`src/rtl/pipe_pkg.sv`:
```
// Shared pipeline encodings: forwarding selects, decoder pcsource values and the
// hazard sequencer state type.
package pipe_pkg;

    localparam logic [1:0] FWD_RF     = 2'b00;
    localparam logic [1:0] FWD_EXALU  = 2'b01;
    localparam logic [1:0] FWD_MEMALU = 2'b10;
    localparam logic [1:0] FWD_MEMLD  = 2'b11;

    localparam logic [1:0] PCS_SEQ = 2'b00;
    localparam logic [1:0] PCS_BR  = 2'b01;
    localparam logic [1:0] PCS_J   = 2'b10;
    localparam logic [1:0] PCS_ILL = 2'b11;

    typedef enum logic [1:0] {
        HZ_RUN        = 2'd0,
        HZ_LOAD_STALL = 2'd1,
        HZ_MEM_WAIT   = 2'd2
    } hz_state_t;

endpackage

```
`src/rtl/fwd_sel.sv`:
```
// Operand forwarding select for one ID source register against the EX/MEM
// destination tags; the youngest producer (EX) wins.
module fwd_sel
    import pipe_pkg::*;
(
    input  logic [4:0] src_rn,
    input  logic       ex_wreg,
    input  logic       ex_sld,
    input  logic [4:0] ex_rn,
    input  logic       mem_wreg,
    input  logic       mem_sld,
    input  logic [4:0] mem_rn,
    output logic [1:0] sel
);

    always_comb begin
        sel = FWD_RF;
        // r0 is hardwired zero, so it never takes a forwarded value.
        if (src_rn != 5'd0) begin
            if (ex_wreg && !ex_sld && (ex_rn == src_rn))
                sel = FWD_EXALU;
            else if (mem_wreg && (mem_rn == src_rn))
                sel = mem_sld ? FWD_MEMLD : FWD_MEMALU;
        end
    end

endmodule

```
`src/rtl/pipeline_hazard_ctrl.sv`:
```
// Hazard sequencer for the 5-stage pipe: forwarding selects, load-use bubbles,
// branch squash, data-memory freeze, plus sticky error flags and perf counters.
module pipeline_hazard_ctrl
    import pipe_pkg::*;
#(
    parameter int CNT_W   = 16,
    parameter int MEM_TMO = 15
) (
    input  logic             clock,
    input  logic             resetn,
    input  logic [4:0]       id_rs,
    input  logic [4:0]       id_rt,
    input  logic             id_use_rs,
    input  logic             id_use_rt,
    input  logic [1:0]       id_pcsource,
    input  logic             ex_wreg,
    input  logic             ex_sld,
    input  logic [4:0]       ex_rn,
    input  logic             mem_wreg,
    input  logic             mem_sld,
    input  logic [4:0]       mem_rn,
    input  logic             mem_access,
    input  logic             dmem_ready,
    output logic             pc_we,
    output logic             id_bubble,
    output logic             if_flush,
    output logic             pipe_freeze,
    output logic [1:0]       fwda,
    output logic [1:0]       fwdb,
    output logic             illegal_op,
    output logic             mem_tmo_err,
    output logic [CNT_W-1:0] stall_cnt,
    output logic [CNT_W-1:0] flush_cnt
);

    localparam int         NUM_OPS = 2;
    localparam logic [7:0] TMO     = 8'(MEM_TMO);

    logic [NUM_OPS-1:0][4:0] src_rn;
    logic [NUM_OPS-1:0][1:0] fwd;

    assign src_rn = {id_rt, id_rs};

    for (genvar g = 0; g < NUM_OPS; g++) begin : g_fwd
        fwd_sel u_fwd_sel (
            .src_rn   (src_rn[g]),
            .ex_wreg  (ex_wreg),
            .ex_sld   (ex_sld),
            .ex_rn    (ex_rn),
            .mem_wreg (mem_wreg),
            .mem_sld  (mem_sld),
            .mem_rn   (mem_rn),
            .sel      (fwd[g])
        );
    end

    hz_state_t  state, state_nx;
    logic [7:0] wait_cnt, wait_nx;
    logic       load_use, mem_busy;
    logic       pc_we_c, bubble_c, flush_c, freeze_c, ill_set, tmo_set;

    assign load_use = ex_wreg && ex_sld && (ex_rn != 5'd0) &&
                      ((id_use_rs && (ex_rn == id_rs)) || (id_use_rt && (ex_rn == id_rt)));
    assign mem_busy = mem_access && !dmem_ready;

    always_comb begin
        state_nx = state;
        wait_nx  = wait_cnt;
        pc_we_c  = 1'b1;
        bubble_c = 1'b0;
        flush_c  = 1'b0;
        freeze_c = 1'b0;
        ill_set  = 1'b0;
        tmo_set  = 1'b0;
        case (state)
            HZ_MEM_WAIT: begin
                if (dmem_ready) begin
                    state_nx = HZ_RUN;
                end else begin
                    pc_we_c  = 1'b0;
                    freeze_c = 1'b1;
                    wait_nx  = (wait_cnt == 8'hff) ? wait_cnt : wait_cnt + 8'd1;
                    tmo_set  = (wait_nx >= TMO);
                end
            end
            // RUN and LOAD_STALL decode identically; only the stall entry differs.
            default: begin
                if (mem_busy) begin
                    pc_we_c  = 1'b0;
                    freeze_c = 1'b1;
                    wait_nx  = 8'd0;
                    state_nx = HZ_MEM_WAIT;
                end else if (load_use) begin
                    pc_we_c  = 1'b0;
                    bubble_c = 1'b1;
                    state_nx = HZ_LOAD_STALL;
                end else begin
                    flush_c  = (id_pcsource == PCS_BR) || (id_pcsource == PCS_J);
                    ill_set  = (id_pcsource == PCS_ILL);
                    state_nx = HZ_RUN;
                end
            end
        endcase
    end

    assign pc_we       = !resetn || pc_we_c;
    assign id_bubble   = resetn && bubble_c;
    assign if_flush    = resetn && flush_c;
    assign pipe_freeze = resetn && freeze_c;
    assign fwda        = resetn ? fwd[0] : FWD_RF;
    assign fwdb        = resetn ? fwd[1] : FWD_RF;

    always_ff @(posedge clock) begin
        if (!resetn) begin
            state       <= HZ_RUN;
            wait_cnt    <= 8'd0;
            illegal_op  <= 1'b0;
            mem_tmo_err <= 1'b0;
            stall_cnt   <= '0;
            flush_cnt   <= '0;
        end else begin
            state    <= state_nx;
            wait_cnt <= wait_nx;
            if (ill_set) illegal_op  <= 1'b1;
            if (tmo_set) mem_tmo_err <= 1'b1;
            if (!pc_we_c && (stall_cnt != '1)) stall_cnt <= stall_cnt + CNT_W'(1);
            if (flush_c && (flush_cnt != '1))  flush_cnt <= flush_cnt + CNT_W'(1);
        end
    end

endmodule
```
`config.mk`:
```
export PLATFORM = sky130hd
export DESIGN_NAME = pipeline_hazard_ctrl
export DESIGN_NICKNAME = d
export VERILOG_FILES = /design/src/rtl/pipe_pkg.sv /design/src/rtl/fwd_sel.sv /design/src/rtl/pipeline_hazard_ctrl.sv
export SDC_FILE = /design/constraint.sdc
export NUM_CORES = 1
export LEC_CHECK = 0
export BUFFER_PORTS_ARGS = -buffer_cell sky130_fd_sc_hd__buf_2
export CAP_MARGIN = 0
export CELL_PAD_IN_SITES_DETAIL_PLACEMENT = 1
export CELL_PAD_IN_SITES_GLOBAL_PLACEMENT = 1
export CORE_AREA = 2 2 75 113
export DETAILED_ROUTE_END_ITERATION = 7
export DIE_AREA = 0 0 77 115
export GPL_TIMING_DRIVEN = 0
export PLACE_DENSITY_LB_ADDON = 0.1
export SYNTH_ARGS = -nofsm -noshare
export SYNTH_HDL_FRONTEND = slang
export SYNTH_SLANG_ARGS = --single-unit
```
`constraint.sdc`:
```
create_clock -name clock -period 1.9 [get_ports clock]
set_input_delay 0.095 -clock clock [delete_from_list [all_inputs] [get_ports clock]]
set_output_delay 0.095 -clock clock [all_outputs]
set_load 0.1 [all_outputs]
```
==> flow_summary_export.csv <==
group,metric,value,unit
yosys,synth_ff_type,"dfxtp_1",
yosys,synth-edff-count,0,
cells_and_area,diodes,0,
floorplanning,die_h,115,um
timing,fin_worst_skew,0.002468,ns
worst_setup_path,cp.depth,6,
timing,tns,0,ns
routing,drtIter0Drc,78,
floorplanning,dieArea,0.008855,sq mm
global_routing,antenna_found_initial,0,
cells_and_area,multi_input_area,0.001839,sq mm
timing,rsz0062_at_grt,"true",
worst_setup_path,worstPathRequired,2.11,ns
yosys,synthCells,331,
yosys,synth-warning-count,0,
yosys,yosysMostFrequentCell,"dfxtp_1",
clock_network,cts_tree,"built",
worst_setup_path,critical_path.top_delay_family,"compound AO/OA/AOI/OAI gates",
worst_setup_path,critPathMaxStageDelay,0.42,ns
global_routing,grt_pass1_wl,13.29,mm
cells_and_area,layout.nets,456,
worst_setup_path,cp-endpoint,"stall_cnt[14]",
cells_and_area,drive_gt1_share,37.53,%
clock_network,cts_root_buf,"clkbuf_16",
yosys,synth_top_area_cell,"dfxtp_1",
worst_setup_path,critPathSlowestCell,"or4_1",
floorplanning,rows,40,
cells_and_area,area_growth,40.63,%
status,run_status,"finished, final reports clean",
power,powerDensity,635.2,mW/mm^2
routing,via_per_inst,5.243,
power,ir_drop,0.0004544,V
global_routing,grt_overflow,0,
routing,wire_per_inst,15.42,um
routing,wl,8.110,mm
floorplanning,coreArea,0.007908,sq mm
yosys,netlist_top_cells_area,"dfxtp_1 (34%), mux2i_1 (6.9%), nand2_1 (5.5%)",
worst_setup_path,cp-end-kind,"flop",
timing,max_freq,532.6,MHz
routing,drc_errors,0,
yosys,synth.net_count,367,
place,dp_hpwl,6.268,mm
worst_setup_path,crit_chain,"ha_4 -> and3_4 -> a2111oi_2 -> a31oi_2 -> or4_1 -> a21oi_1",
yosys,netlist_area,0.002596,sq mm
worst_hold_path,hp-class,"in2reg",
timing,finalMaxSlewViolations,0,
worst_setup_path,worstPathArrival,2.08,ns
timing,min_period,1.878,ns
floorplanning,die_x,77,um
routing,num_vias,2758,
power,power,2.319,mW
cells_and_area,regArea,991.0,sq um
global_routing,grt_max_degree,14,
timing,setup_viol,0,
timing,worst_slew_pin_slew,0.6245,ns
global_routing,grt_pass1_vias,2763,
place,dpl-instance-area,0.003254,sq mm
yosys,async_reset_ff_share,0,%
yosys,yosysSeqAreaShare,33.93,%
flow_run,drv_cap,0,
power,power_leakage,1.414,nW
clock_network,h-tree-depth,2,
worst_setup_path,rr_worst_depth,6,
worst_setup_path,crit_type,"reg2reg",
worst_setup_path,critical_path_buf_inv_count,0,
global_routing,grt.total_usage,18.83,%
clock_network,cts_buffers,5,
worst_setup_path,reg2reg_to,"stall_cnt[14]",
clock_network,worstSkewPairLatency,0.29,ns
cells_and_area,fillCellCount,999,
clock_network,clockBufferDepth,2,
worst_setup_path,cp-startpoint,"stall_cnt[0]",
yosys,ys_top_cells_by_count,"dfxtp_1 (44), nand2_1 (38), nor2_1 (37)",
yosys,syn_area_per_cell,7.844,sq um
floorplanning,ios,74,
worst_setup_path,start_kind,"flop",
cells_and_area,fin_area,0.003651,sq mm
clock_network,clock_sinks,44,
yosys,synth_top_area_share,33.93,%
clock_network,clkSlewWorstSetupHoldPaths,0.06,ns
worst_setup_path,rr_startpoint,"stall_cnt[0]",
routing,postRouteAntennaNets,0,
routing,drt-pass1-iter-count,4,
floorplanning,start_util,32.83,%
yosys,synth_seq_cells,44,
timing,max_slew_margin,58.37,%
yosys,synth_cell_type_count,40,
worst_setup_path,r2r_setup_slack,0.02,ns
timing,finalHoldViolations,0,
worst_setup_path,crit_fanout,5,
place,place_congestion,0.7770,
place,port_buffers,73,
timing,min_period_over_period,98.82,%
## metrics by stage
stage	instances	util [%]	setup slack (ns)	hold WS (ns)
after floorplan	331	-	-0.08266	0.2402
after global placement	509	41.16	-0.4011	0.4518
after detailed placement	509	41.16	-0.4431	0.4683
after CTS	519	44.38	-0.03201	0.1684
after global routing	526	46.17	-0.1108	0.1732
final	526	46.17	0.02250	0.1653
## repair_timing
action | in CTS | in global routing
gates resized for setup | 17 | 19
hold buffers | 0 | 0
pin swaps | 0 | 2
cloned | 0 | 0
setup buffers | 2 | 7
endpoints found under the setup margin | 31 | 31
## placed cells by master (no fill, tap or decap), drive strengths merged, types with 2 or more instances in the layout
master and instances:
a211oi 3, a21oi 19, a31oi 6, and2 2, and3 9, buf 83, clkbuf 14, dfxtp 44
ha 4, inv 9, mux2i 18, nand2 38, nand2b 13, nand3 17, nand4 11, nor2 37
nor2b 4, nor3 12, nor4 5, o21ai 17, o31ai 5, or3 5, or4 8, xnor2 16
xor2 10
## state kept, by name, indices dropped and copies added, names as in the netlist
name,cells
stall_cnt,16
flush_cnt,16
mem_tmo_err,1
illegal_op,1
state,2
wait_cnt,8
## where the power goes
group | leakage, nW | total, mW | switching (mW) | internal, mW
Combinational | 0.946 | 0.398 | 0.273 | 0.125
Sequential | 0.380 | 0.919 | 0.0178 | 0.902
Clock | 0.0883 | 1.00 | 0.363 | 0.639
## worst min-delay path by stage
stage	from	to	slack, ns	depth (start not counted)
after floorplan	resetn	flush_cnt[4]	0.24	2
after global placement	flush_cnt[10]	flush_cnt[10]	0.45	2
after detailed placement	mem_tmo_err	mem_tmo_err	0.47	1
after CTS	resetn	flush_cnt[10]	0.17	3
after global routing	resetn	flush_cnt[13]	0.17	3
final	resetn	flush_cnt[8]	0.17	3
## kinds of logic after synthesis
group	after synthesis	synth area share [%]
adder cells (fa/ha/maj)	4	1.928
buffers and inverters	16	2.361
AND/OR/NAND/NOR	163	31.28
flip-flops	44	33.93
multiplexers	18	6.940
AO/OA/AOI/OAI	60	14.80
XOR/XNOR	26	8.771
## layout make-up
class                      count  share of cell area [%]
inverter                       9                  0.9253
clock buffer                   8                   4.866
timing repair buffer          82                   12.06
sequential                    44                   27.14
tap                          105                   3.598
multi-input combinational    271                   50.38
buffer                         7                   1.028
## metal layers
metal | vias to the layer above | part of all wire, % | global-route usage (%)
li1 | 1374 | - | -
met1 | 1330 | 41 | 20.97
met2 | 44 | 54 | 35.79
met3 | 10 | 3.1 | 3.297
met4 | 0 | 1.8 | 6.667
met5 | - | 0 | 0
## worst register-to-register path, delay by kind of cell, from the launching register on
family	cells	cell delay, ns
AOI/OAI and AO/OA	3	0.65
and+or+nand+nor	2	0.62
adders and majority gates	1	0.16
DFF	1	0.36
(Power assumes the default switching activity.)
